<file path="config.mk">
export PLATFORM = sky130hd
export DESIGN_NAME = multicycle_ctrl
export DESIGN_NICKNAME = d
export VERILOG_FILES = /design/src/rtl/cpu_ctrl_pkg.sv /design/src/rtl/multicycle_ctrl_decode.sv /design/src/rtl/multicycle_ctrl.sv
export SDC_FILE = /design/constraint.sdc
export NUM_CORES = 1
export LEC_CHECK = 0
export BUFFER_PORTS_ARGS = -buffer_cell sky130_fd_sc_hd__buf_2
export CAP_MARGIN = 20
export CELL_PAD_IN_SITES_DETAIL_PLACEMENT = 0
export CELL_PAD_IN_SITES_GLOBAL_PLACEMENT = 1
export CORE_UTILIZATION = 30
export CTS_BUF_LIST = sky130_fd_sc_hd__clkbuf_16
export DETAILED_ROUTE_END_ITERATION = 8
export GPL_ROUTABILITY_DRIVEN = 0
export PLACE_DENSITY_LB_ADDON = 0.08
export SETUP_SLACK_MARGIN = 0.5
export SLEW_MARGIN = 5
export SYNTH_ARGS = -nofsm -noshare
export SYNTH_HDL_FRONTEND = slang
export SYNTH_SLANG_ARGS = --single-unit
</file>
<file path="constraint.sdc">
create_clock -name clk -period 1.65 [get_ports clk]
set_input_delay 0.33 -clock clk [delete_from_list [all_inputs] [get_ports clk]]
set_output_delay 0.33 -clock clk [all_outputs]
set_load 0.03 [all_outputs]
</file>
<file path="src/rtl/cpu_ctrl_pkg.sv">
// Shared definitions for the multi-cycle CPU controller:
// the state enum, opcode constants and the datapath select encodings.
package cpu_ctrl_pkg;

  localparam int unsigned OPC_W_DEF = 6;
  localparam int unsigned STATE_W   = 4;

  typedef enum logic [STATE_W-1:0] {
    ST_RST      = 4'd0,
    ST_FETCH    = 4'd1,
    ST_DECODE   = 4'd2,
    ST_MEM_ADDR = 4'd3,
    ST_MEM_RD   = 4'd4,
    ST_MEM_WB   = 4'd5,
    ST_MEM_WR   = 4'd6,
    ST_EXEC_R   = 4'd7,
    ST_WB_R     = 4'd8,
    ST_EXEC_I   = 4'd9,
    ST_WB_I     = 4'd10,
    ST_BRANCH   = 4'd11,
    ST_JUMP     = 4'd12
  } state_e;

  localparam logic [OPC_W_DEF-1:0] OP_RTYPE = 6'h00;
  localparam logic [OPC_W_DEF-1:0] OP_LW    = 6'h23;
  localparam logic [OPC_W_DEF-1:0] OP_SW    = 6'h2B;
  localparam logic [OPC_W_DEF-1:0] OP_BEQ   = 6'h04;
  localparam logic [OPC_W_DEF-1:0] OP_ADDI  = 6'h08;
  localparam logic [OPC_W_DEF-1:0] OP_J     = 6'h02;

  localparam logic [1:0] ALUB_B       = 2'b00;
  localparam logic [1:0] ALUB_FOUR    = 2'b01;
  localparam logic [1:0] ALUB_IMM     = 2'b10;
  localparam logic [1:0] ALUB_IMM_SH2 = 2'b11;

  localparam logic [1:0] ALUOP_ADD   = 2'b00;
  localparam logic [1:0] ALUOP_SUB   = 2'b01;
  localparam logic [1:0] ALUOP_FUNCT = 2'b10;

  localparam logic [1:0] PCSRC_ALU    = 2'b00;
  localparam logic [1:0] PCSRC_ALUOUT = 2'b01;
  localparam logic [1:0] PCSRC_JUMP   = 2'b10;

endpackage

</file>
<file path="src/rtl/multicycle_ctrl_decode.sv">
// Combinational output decode for multicycle_ctrl: maps state, opcode,
// ALU zero flag and memory-complete to every datapath control strobe.
module multicycle_ctrl_decode
  import cpu_ctrl_pkg::*;
#(
  parameter int unsigned OPC_W = 6
) (
  input  state_e           state,
  input  logic [OPC_W-1:0] opcode,
  input  logic             zero,
  input  logic             mem_done,
  output logic             pc_we,
  output logic             ir_we,
  output logic             iord,
  output logic             mem_re,
  output logic             mem_we,
  output logic             reg_dst,
  output logic             mem_to_reg,
  output logic             reg_we,
  output logic             alu_src_a,
  output logic [1:0]       alu_src_b,
  output logic [1:0]       alu_op,
  output logic [1:0]       pc_src,
  output logic             instr_done,
  output logic             illegal
);

  logic w_op_known;

  assign w_op_known = (opcode == OPC_W'(OP_RTYPE)) || (opcode == OPC_W'(OP_LW))  ||
                      (opcode == OPC_W'(OP_SW))    || (opcode == OPC_W'(OP_BEQ)) ||
                      (opcode == OPC_W'(OP_ADDI))  || (opcode == OPC_W'(OP_J));

  always_comb begin
    pc_we      = 1'b0;
    ir_we      = 1'b0;
    iord       = 1'b0;
    mem_re     = 1'b0;
    mem_we     = 1'b0;
    reg_dst    = 1'b0;
    mem_to_reg = 1'b0;
    reg_we     = 1'b0;
    alu_src_a  = 1'b0;
    alu_src_b  = ALUB_B;
    alu_op     = ALUOP_ADD;
    pc_src     = PCSRC_ALU;
    instr_done = 1'b0;
    illegal    = 1'b0;
    case (state)
      ST_FETCH: begin
        mem_re    = 1'b1;
        alu_src_b = ALUB_FOUR;
        ir_we     = mem_done;
        pc_we     = mem_done;
      end
      // Branch target is precomputed here while the opcode is decoded.
      ST_DECODE: begin
        alu_src_b = ALUB_IMM_SH2;
        if (!w_op_known) begin
          illegal    = 1'b1;
          instr_done = 1'b1;
        end
      end
      ST_MEM_ADDR: begin
        alu_src_a = 1'b1;
        alu_src_b = ALUB_IMM;
      end
      ST_MEM_RD: begin
        mem_re = 1'b1;
        iord   = 1'b1;
      end
      ST_MEM_WB: begin
        reg_we     = 1'b1;
        mem_to_reg = 1'b1;
        instr_done = 1'b1;
      end
      ST_MEM_WR: begin
        mem_we     = 1'b1;
        iord       = 1'b1;
        instr_done = mem_done;
      end
      ST_EXEC_R: begin
        alu_src_a = 1'b1;
        alu_op    = ALUOP_FUNCT;
      end
      ST_WB_R: begin
        reg_we     = 1'b1;
        reg_dst    = 1'b1;
        instr_done = 1'b1;
      end
      ST_EXEC_I: begin
        alu_src_a = 1'b1;
        alu_src_b = ALUB_IMM;
      end
      ST_WB_I: begin
        reg_we     = 1'b1;
        instr_done = 1'b1;
      end
      ST_BRANCH: begin
        alu_src_a  = 1'b1;
        alu_op     = ALUOP_SUB;
        pc_src     = PCSRC_ALUOUT;
        pc_we      = zero;
        instr_done = 1'b1;
      end
      ST_JUMP: begin
        pc_src     = PCSRC_JUMP;
        pc_we      = 1'b1;
        instr_done = 1'b1;
      end
      default: ;
    endcase
  end

endmodule

</file>
<file path="src/rtl/multicycle_ctrl.sv">
// Multi-cycle CPU control FSM: state register and next-state logic; outputs
// come from multicycle_ctrl_decode. Optional memory wait: MULTICYCLE_CTRL_MEM_WAIT_EN.
module multicycle_ctrl
  import cpu_ctrl_pkg::*;
#(
  parameter int unsigned OPC_W = 6
) (
  input  logic             clk,
  input  logic             rst_n,
  input  logic [OPC_W-1:0] opcode,
  input  logic             zero,
  input  logic             mem_ready,
  output logic             pc_we,
  output logic             ir_we,
  output logic             iord,
  output logic             mem_re,
  output logic             mem_we,
  output logic             reg_dst,
  output logic             mem_to_reg,
  output logic             reg_we,
  output logic             alu_src_a,
  output logic [1:0]       alu_src_b,
  output logic [1:0]       alu_op,
  output logic [1:0]       pc_src,
  output logic             instr_done,
  output logic             illegal
);

  state_e r_state;
  state_e w_next;
  logic   r_is_sw;
  logic   w_mem_done;

`ifdef MULTICYCLE_CTRL_MEM_WAIT_EN
  assign w_mem_done = mem_ready;
`else
  logic w_unused_mem_ready;
  assign w_unused_mem_ready = mem_ready;
  assign w_mem_done         = 1'b1;
`endif

  always_ff @(posedge clk or negedge rst_n) begin
    if (!rst_n) begin
      r_state <= ST_RST;
    end else begin
      r_state <= w_next;
    end
  end

  // Load/store direction is captured in DECODE so later states never look at the opcode.
  always_ff @(posedge clk or negedge rst_n) begin
    if (!rst_n) begin
      r_is_sw <= 1'b0;
    end else if (r_state == ST_DECODE) begin
      r_is_sw <= (opcode == OPC_W'(OP_SW));
    end
  end

  always_comb begin
    w_next = r_state;
    case (r_state)
      ST_RST:      w_next = ST_FETCH;
      ST_FETCH:    if (w_mem_done) w_next = ST_DECODE;
      ST_DECODE: begin
        case (opcode)
          OPC_W'(OP_RTYPE): w_next = ST_EXEC_R;
          OPC_W'(OP_LW),
          OPC_W'(OP_SW):    w_next = ST_MEM_ADDR;
          OPC_W'(OP_BEQ):   w_next = ST_BRANCH;
          OPC_W'(OP_ADDI):  w_next = ST_EXEC_I;
          OPC_W'(OP_J):     w_next = ST_JUMP;
          default:          w_next = ST_FETCH;
        endcase
      end
      ST_MEM_ADDR: w_next = r_is_sw ? ST_MEM_WR : ST_MEM_RD;
      ST_MEM_RD:   if (w_mem_done) w_next = ST_MEM_WB;
      ST_MEM_WB:   w_next = ST_FETCH;
      ST_MEM_WR:   if (w_mem_done) w_next = ST_FETCH;
      ST_EXEC_R:   w_next = ST_WB_R;
      ST_WB_R:     w_next = ST_FETCH;
      ST_EXEC_I:   w_next = ST_WB_I;
      ST_WB_I:     w_next = ST_FETCH;
      ST_BRANCH:   w_next = ST_FETCH;
      ST_JUMP:     w_next = ST_FETCH;
      default:     w_next = ST_RST;
    endcase
  end

  multicycle_ctrl_decode #(
    .OPC_W (OPC_W)
  ) u_decode (
    .state      (r_state),
    .opcode     (opcode),
    .zero       (zero),
    .mem_done   (w_mem_done),
    .pc_we      (pc_we),
    .ir_we      (ir_we),
    .iord       (iord),
    .mem_re     (mem_re),
    .mem_we     (mem_we),
    .reg_dst    (reg_dst),
    .mem_to_reg (mem_to_reg),
    .reg_we     (reg_we),
    .alu_src_a  (alu_src_a),
    .alu_src_b  (alu_src_b),
    .alu_op     (alu_op),
    .pc_src     (pc_src),
    .instr_done (instr_done),
    .illegal    (illegal)
  );

endmodule

</file>
==> results of run 1 <==
==> logic make-up after synthesis <==
group | after synthesis
XOR/XNOR | 2
multiplexers | 1
AND/OR/NAND/NOR | 34
buffers and inverters | 8
flip-flops | 5
AO/OA/AOI/OAI | 21
==> metrics by stage <==
stage          setup TNS, ns   util  instances
2_1_floorplan              0      -         71
4_1_cts                -1.26  0.905        160
3_5_place_dp          -0.374  0.623        141
3_3_place_gp          -0.354  0.623        141
==> timing repair <==
action,4_1_cts
resized for setup,72
hold buffers,1
pin swaps,8
endpoints found under the setup margin,22
hold endpoints to repair,5
buffers inserted,14
gates cloned,0
==> flow_metrics.env, run 1 <==
export IMPL_synth_xor_area_frac=0.0319
export IMPL_clock_sinks=5
export IMPL_ys_flop_type="dfrtp_1"
export IMPL_cts_buffer_depth=2
export IMPL_die_height_um=44.8
export IMPL_synth_edff_count=0
export IMPL_yosys_cell_count_top_type="nor2_1"
export IMPL_netlist_area_um2=549
export IMPL_yosysTopAreaCell="dfrtp_1"
export IMPL_dieWidth_um=44.8
export IMPL_numPortBuffers=25
export IMPL_synth_seq_cells=5
export IMPL_syn_avg_cell_area_um2=7.74
export IMPL_synth_top_cell_area_share=0.228
export IMPL_synthCells=71
export IMPL_grt_worst_endpoint="instr_done"
export IMPL_synth_distinct_cells=38
export IMPL_yosys_area_share_simple=0.367
export IMPL_synthMuxAreaShare=0.0182
export IMPL_ios=27
export IMPL_numCtsBuffers=3
export IMPL_stop_error="[ERROR DPL-0033] detailed placement checks failed during check placement."
export IMPL_syn_nets=81
export IMPL_endpoint_type="top-level output"
export IMPL_dpl_worst_slack_ns=-0.209
export IMPL_cts_root_buf="clkbuf_16"
export IMPL_place_area_um2=1080
export IMPL_hpwl_um=1340
export IMPL_synth_top_family_by_area="simple AND/OR/NAND/NOR gates"
export IMPL_status="stopped before the end"
export IMPL_synth_compound_area_frac=0.292
export IMPL_async_reset_ff_frac=1.00
export IMPL_start_util=0.318
export IMPL_cts_max_level=1
export IMPL_ys_seq_area_frac=0.228
export IMPL_row_count=15
export IMPL_yosys_area_share_adder=0
export IMPL_yosys_top_cells_count="10 x nor2_1, 5 x dfrtp_1, 5 x nand2b_1"
export IMPL_haltStage="5_1_grt"
export IMPL_grt_max_degree=11
export IMPL_synth_top_cells_by_area="dfrtp_1 23%, nor2_1 6.8%, nand2b_1 5.7%"
export IMPL_yosys_warnings=0
export IMPL_antenna_found_initial=0
==> inputs of run 2 (changes only) <==
Settings changed: CELL_PAD_IN_SITES_DETAIL_PLACEMENT 0 to unset, CELL_PAD_IN_SITES_GLOBAL_PLACEMENT 1 to unset, CORE_AREA set to 2 2 63 65, CORE_UTILIZATION 30 to unset, CTS_BUF_LIST sky130_fd_sc_hd__clkbuf_16 to unset, DIE_AREA set to 0 0 65 67, PLACE_DENSITY_LB_ADDON 0.08 to 0.15, SETUP_SLACK_MARGIN 0.5 to unset.
==> run 2 against run 1 <==
Effect of this change:
- the flow now finishes, with violations (setup timing)
- synthesized cell count is the same
- area after synthesis stayed put
==> flow_metrics.env, run 2 <==
export IMPL_clock_sinks=5
export IMPL_setup_worst_path_end_class="output port"
export IMPL_grt_max_degree=11
export IMPL_cts_buffer_depth=2
export IMPL_seq_area_um2=128
export IMPL_hp_start="opcode[4]"
export IMPL_routed_wirelength_um=2080
export IMPL_ys_seq_area_frac=0.228
export IMPL_yosys_top_cells_count="10 x nor2_1, 5 x dfrtp_1, 5 x nand2b_1"
export IMPL_whs_ns=0.357
export IMPL_worst_path_buf_inv=2
export IMPL_yosysTopAreaCell="dfrtp_1"
export IMPL_hp_class="primary input to flip-flop"
export IMPL_layout_commonest_cell="buf_4"
export IMPL_antenna_cells=0
export IMPL_place_area_um2=925
export IMPL_die_height_um=67
export IMPL_arrival_ns=1.56
export IMPL_die_area_um2=4360
export IMPL_ys_flop_type="dfrtp_1"
export IMPL_cts_max_level=1
export IMPL_synth_top_cell_area_share=0.228
export IMPL_synth_top_cells_by_area="dfrtp_1 23%, nor2_1 6.8%, nand2b_1 5.7%"
export IMPL_crit_required_ns=1.32
export IMPL_p_total_w=0.00270
export IMPL_slowest_delay_ns=0.44
export IMPL_fin_nets=138
export IMPL_multi_input_area_um2=578
export IMPL_tightest_slew_ns=0.346
export IMPL_grt_pass1_wl_um=3410
export IMPL_clock_latency_ns=0.22
export IMPL_drv_slew=0
export IMPL_antenna_found_initial=0
export IMPL_cts_root_buf="clkbuf_8"
export IMPL_holdPathStages=2
export IMPL_cpMaxStageDelayCell="dfrtp_2"
export IMPL_synthCells=71
export IMPL_hold_end="r_is_sw"
export IMPL_worstReg2RegStart="r_state[3]"
export IMPL_yosys_warnings=0
export IMPL_numCtsBuffers=3
export IMPL_numPortBuffers=25
export IMPL_finalCritPeriodShare=1.15
export IMPL_yosys_cell_count_top_type="nor2_1"
export IMPL_final_cell_count_no_fill=175
export IMPL_drtPass1Iterations=4
export IMPL_row_count=22
export IMPL_dr_total_vias=762
export IMPL_drc=0
export IMPL_finalHoldViolCount=0
export IMPL_async_reset_ff_frac=1.00
export IMPL_ios=27
export IMPL_synth_seq_cells=5
export IMPL_violations="setup timing"
export IMPL_layout_common_cells="26 x buf_4, 19 x buf_6, 9 x buf_2, 7 x nor2_1, 5 x nand2b_4"
export IMPL_path_max_fanout=6
export IMPL_worst_slack_ns=-0.244
export IMPL_start_util=0.152
export IMPL_hpwl_um=1390
export IMPL_stdcell_area_um2=1320
export IMPL_reg2reg_depth=4
export IMPL_worstSetupStartpointType="flip-flop"
export IMPL_criticalPathCategory="flip-flop to output port"
export IMPL_clkTransAtPathRegs_ns=0.03
export IMPL_grt_use_total=0.100
export IMPL_layout_min_cycle_time_ns=1.89
export IMPL_largest_register="r_state"
export IMPL_crit_family="simple AND/OR/NAND/NOR gates"
export IMPL_largest_reg_flops=4
export IMPL_core_area_um2=3610
export IMPL_placed_cells=161
export IMPL_drive_gt1_frac=0.701
export IMPL_syn_nets=81
export IMPL_fin_worst_skew_ns=0.00150
export IMPL_viasPerCell=4.35
export IMPL_status="finished with violations"
export IMPL_overflow=0
export IMPL_ir_drop_v=0.000494
export IMPL_max_cap_violations=0
export IMPL_setup_violations=9
export IMPL_area_growth_pct=140
export IMPL_path_cells="buf_6, nor3b_4, nor4_4, o41ai_2, buf_4"
export IMPL_p_per_area_nw_per_um2=2050
export IMPL_p_leak_nw=0.586
export IMPL_syn_avg_cell_area_um2=7.74
export IMPL_regToRegSetupSlack_ns=0.06
export IMPL_cts_tree="yes"
export IMPL_netlist_area_um2=549
export IMPL_slew_headroom=0.767
export IMPL_grt_pass1_vias=749
export IMPL_first_iter_violations=13
export IMPL_synth_distinct_cells=38
export IMPL_rsz0062_at_grt="yes"
export IMPL_synth_edff_count=0
export IMPL_biggestRegsByFlops="r_state x4, r_is_sw x1"
export IMPL_dieWidth_um=65
export IMPL_ant_nets=0
export IMPL_fmax_mhz=528
export IMPL_worst_r2r_endpoint="r_state[3]"
export IMPL_fillers=370
export IMPL_routedWlPerCell_um=11.9
[run 2: cell counts after synthesis]
Identical to the previous run, type by type.
[run 2: worst max-delay path by stage]
stage                     from    endpoint  slack [ns]  cells after the start
floorplan           r_state[2]  instr_done       -0.12                      4
global placement     opcode[0]  instr_done       -0.18                      6
detailed placement   opcode[0]  instr_done       -0.17                      6
CTS                 r_state[1]  instr_done       -0.19                      4
global route        r_state[3]  instr_done       -0.30                      5
finish              r_state[3]  instr_done       -0.24                      5
[run 2: metrics by stage]
stage,setup slack (ns),TNS [ns],util
3_3_place_gp,-0.184,-0.306,0.256
3_5_place_dp,-0.165,-0.274,0.256
2_1_floorplan,-0.117,-0.252,-
6_report,-0.244,-0.962,0.365
4_1_cts,-0.191,-0.814,0.320
5_1_grt,-0.301,-1.54,0.365
[run 2: repair_timing]
action | in CTS | in global routing
hold buffers | 1 | 0
endpoints found under the hold margin | 5 | 0
setup endpoints to repair | 15 | 16
gates resized for setup | 37 | 39
buffers inserted | 5 | 7
gates cloned | 0 | 0
pin swaps | 3 | 9
[run 2: cells by family after synthesis]
logic type,share of synthesized area
and+or+nand+nor,0.367
buffers and inverters,0.0638
muxes,0.0182
DFF,0.228
xor gates and xnor gates,0.0319
AOI/OAI and AO/OA,0.292
[run 2: per-layer routing]
| metal | part of all wire | routed length [µm] | GRT usage |
|---|---|---|---|
| met1 | 0.42 | 875 | 0.119 |
| met2 | 0.54 | 1110 | 0.187 |
| met3 | 0.033 | 68 | 0.0220 |
| met4 | 0.0092 | 19 | 0.0160 |
| met5 | 0 | 0 | 0 |
[run 2: power breakdown]
| group | switching [W] | leakage (nW) | internal (W) |
|---|---|---|---|
| sequential | 0.0000646 | 0.0615 | 0.000176 |
| combinational | 0.00114 | 0.502 | 0.00110 |
| clock | 0.0000535 | 0.0228 | 0.000165 |
[run 2: final cells by class]
type | instances | share of cell area
multi-input combinational | 58 | 0.439
timing repair buffer | 57 | 0.375
sequential | 5 | 0.0970
tap | 48 | 0.0456
clock buffer | 4 | 0.0342
inverter | 3 | 0.00856
Power figures use the tool's default switching activity.
==> inputs of run 3 (changes only) <==
Clock period 1.65 ns to 2.4 ns, I/O delays scaled along.
==> run 3 against run 2 <==
Effect of this change:
- the flow now finishes without violations
- total power shrank 58%
- non-clock buffer count decreased by 30
- via count shrank 17%
- wire length down 18%
- global-route usage decreased by 1.9 points
- first-iteration DRC count grew 54%
- critical endpoint unchanged
- largest cell class unchanged
- largest power group unchanged
- highest routed layer is now met3
==> flow_metrics.env, run 3 (synthesis results as in run 2) <==
export IMPL_start_util=0.152
export IMPL_core_area_um2=3610
export IMPL_fillers=411
export IMPL_busiest_layer="met2"
export IMPL_ir_drop_v=0.000241
export IMPL_stdcell_area_um2=777
export IMPL_cts_resized=0
export IMPL_antenna_found_initial=0
export IMPL_status="finished clean"
export IMPL_rsz0062_at_grt="no"
export IMPL_place_area_um2=732
export IMPL_numCtsBuffers=3
export IMPL_drc=0
export IMPL_antenna_cells=0
export IMPL_ios=27
export IMPL_tightest_slew_ns=0.522
export IMPL_crit_required_ns=1.92
export IMPL_finalCritPeriodShare=0.947
export IMPL_hpwl_um=1320
export IMPL_path_max_fanout=16
export IMPL_cts_max_level=1
export IMPL_seq_area_um2=125
export IMPL_dieWidth_um=65
export IMPL_die_area_um2=4360
export IMPL_use_met2=0.134
export IMPL_overflow=0
export IMPL_placed_cells=141
export IMPL_clock_sinks=5
export IMPL_p_leak_nw=0.358
export IMPL_post_cts_setup_buffers=0
export IMPL_layout_common_cells="25 x buf_2, 10 x nor2_1, 5 x nand2b_1, 5 x dfrtp_1, 4 x a21oi_1"
export IMPL_max_cap_violations=0
export IMPL_routedWlPerCell_um=11.7
export IMPL_met1_usage=0.109
export IMPL_routed_wirelength_um=1700
export IMPL_drv_slew=0
export IMPL_hp_class="primary input to async pin"
export IMPL_grt_pass1_vias=584
export IMPL_drtPass1Iterations=4
export IMPL_hold_buffers=0
export IMPL_ant_nets=0
export IMPL_criticalPathCategory="flip-flop to output port"
export IMPL_cts_tree="yes"
export IMPL_grt_use_total=0.0813
export IMPL_setup_violations=0
export IMPL_row_count=22
export IMPL_die_height_um=67
export IMPL_worstSetupStartpointType="flip-flop"
export IMPL_area_growth_pct=41.5
export IMPL_viasPerCell=4.38
export IMPL_arrival_ns=1.79
export IMPL_p_per_area_nw_per_um2=1470
export IMPL_dr_total_vias=635
export IMPL_regToRegSetupSlack_ns=0.80
export IMPL_layout_min_cycle_time_ns=2.27
export IMPL_first_iter_violations=20
export IMPL_met3_usage=0.0220
export IMPL_finalHoldViolCount=0
export IMPL_cts_buffer_depth=2
export IMPL_clkTransAtPathRegs_ns=0.04
export IMPL_fin_nets=108
export IMPL_final_cell_count_no_fill=145
export IMPL_largest_register="r_state"
export IMPL_grt_max_degree=17
export IMPL_cts_root_buf="clkbuf_8"
export IMPL_grt_pass1_wl_um=2810
export IMPL_layout_commonest_cell="buf_2"
export IMPL_multi_input_area_um2=395
export IMPL_numPortBuffers=25
export IMPL_biggestRegsByFlops="r_state x4, r_is_sw x1"
export IMPL_drive_gt1_frac=0.361
export IMPL_clock_latency_ns=0.22
export IMPL_tns_ns=0
export IMPL_slew_headroom=0.652
export IMPL_fmax_mhz=440
export IMPL_largest_reg_flops=4
export IMPL_fin_worst_skew_ns=0.00434
export IMPL_setup_worst_path_end_class="output port"
[run 3: cell count changes in the layout (fill, tap and decap cells not counted), moves of 2 or more]
cell      previous run  this run
buf_4               26         2
buf_6               19         0
buf_2                9        25
nand2b_1             0         5
nand2b_4             5         0
a21oi_1              1         4
a21oi_2              3         0
nor2_1               7        10
nor2_4               3         0
nor3_1               0         3
buf_8                2         0
dfrtp_1              3         5
dfrtp_2              2         0
nor3_2               2         0
[run 3: layer usage]
layer  up-vias  share of wire
li1        321              -
met1       286           0.47
met2        28           0.46
met3         0          0.072
met4         0              0
met5         -              0
[run 3: cell type report]
class,instances,area share
sequential,5,0.161
timing repair buffer,27,0.180
inverter,3,0.0145
multi-input combinational,58,0.509
clock buffer,4,0.0580
tap,48,0.0773
[run 3: path summary, 6_finish.rpt]
kind | startpoint | to | cells after the start
max | r_state[0] | instr_done | 4
max reg2reg | r_state[0] | r_state[3] | 3
max in group asynchronous | rst_n | r_state[3] | 1
min reg2reg | r_is_sw | r_is_sw | 2
min in group clk | r_is_sw | r_is_sw | 2
min | rst_n | r_state[2] | 1
[run 3: metrics by stage]
stage | util | hold WS, ns | power, W | worst slack, ns
global placement | 0.203 | 0.298 | 0.000995 | 0.244
global route | 0.215 | 0.0684 | 0.00123 | 0.0425
floorplan | - | 0.184 | 0.000780 | 0.162
finish | 0.215 | 0.0682 | 0.00114 | 0.127
detailed placement | 0.203 | 0.302 | 0.000996 | 0.223
CTS | 0.215 | 0.0677 | 0.00115 | 0.119
[run 3: power breakdown]
| group | internal (W) | leakage, nW | switching (W) |
|---|---|---|---|
| combinational | 0.000272 | 0.272 | 0.000494 |
| sequential | 0.000117 | 0.0638 | 0.000104 |
| clock | 0.000114 | 0.0228 | 0.0000378 |
[run 3: critical path, stage by stage (launching register included)]
cell      delay (ns)
dfrtp_1         0.56
and4bb_2        0.36
nor4_1          0.30
o41ai_1         0.15
buf_2           0.21
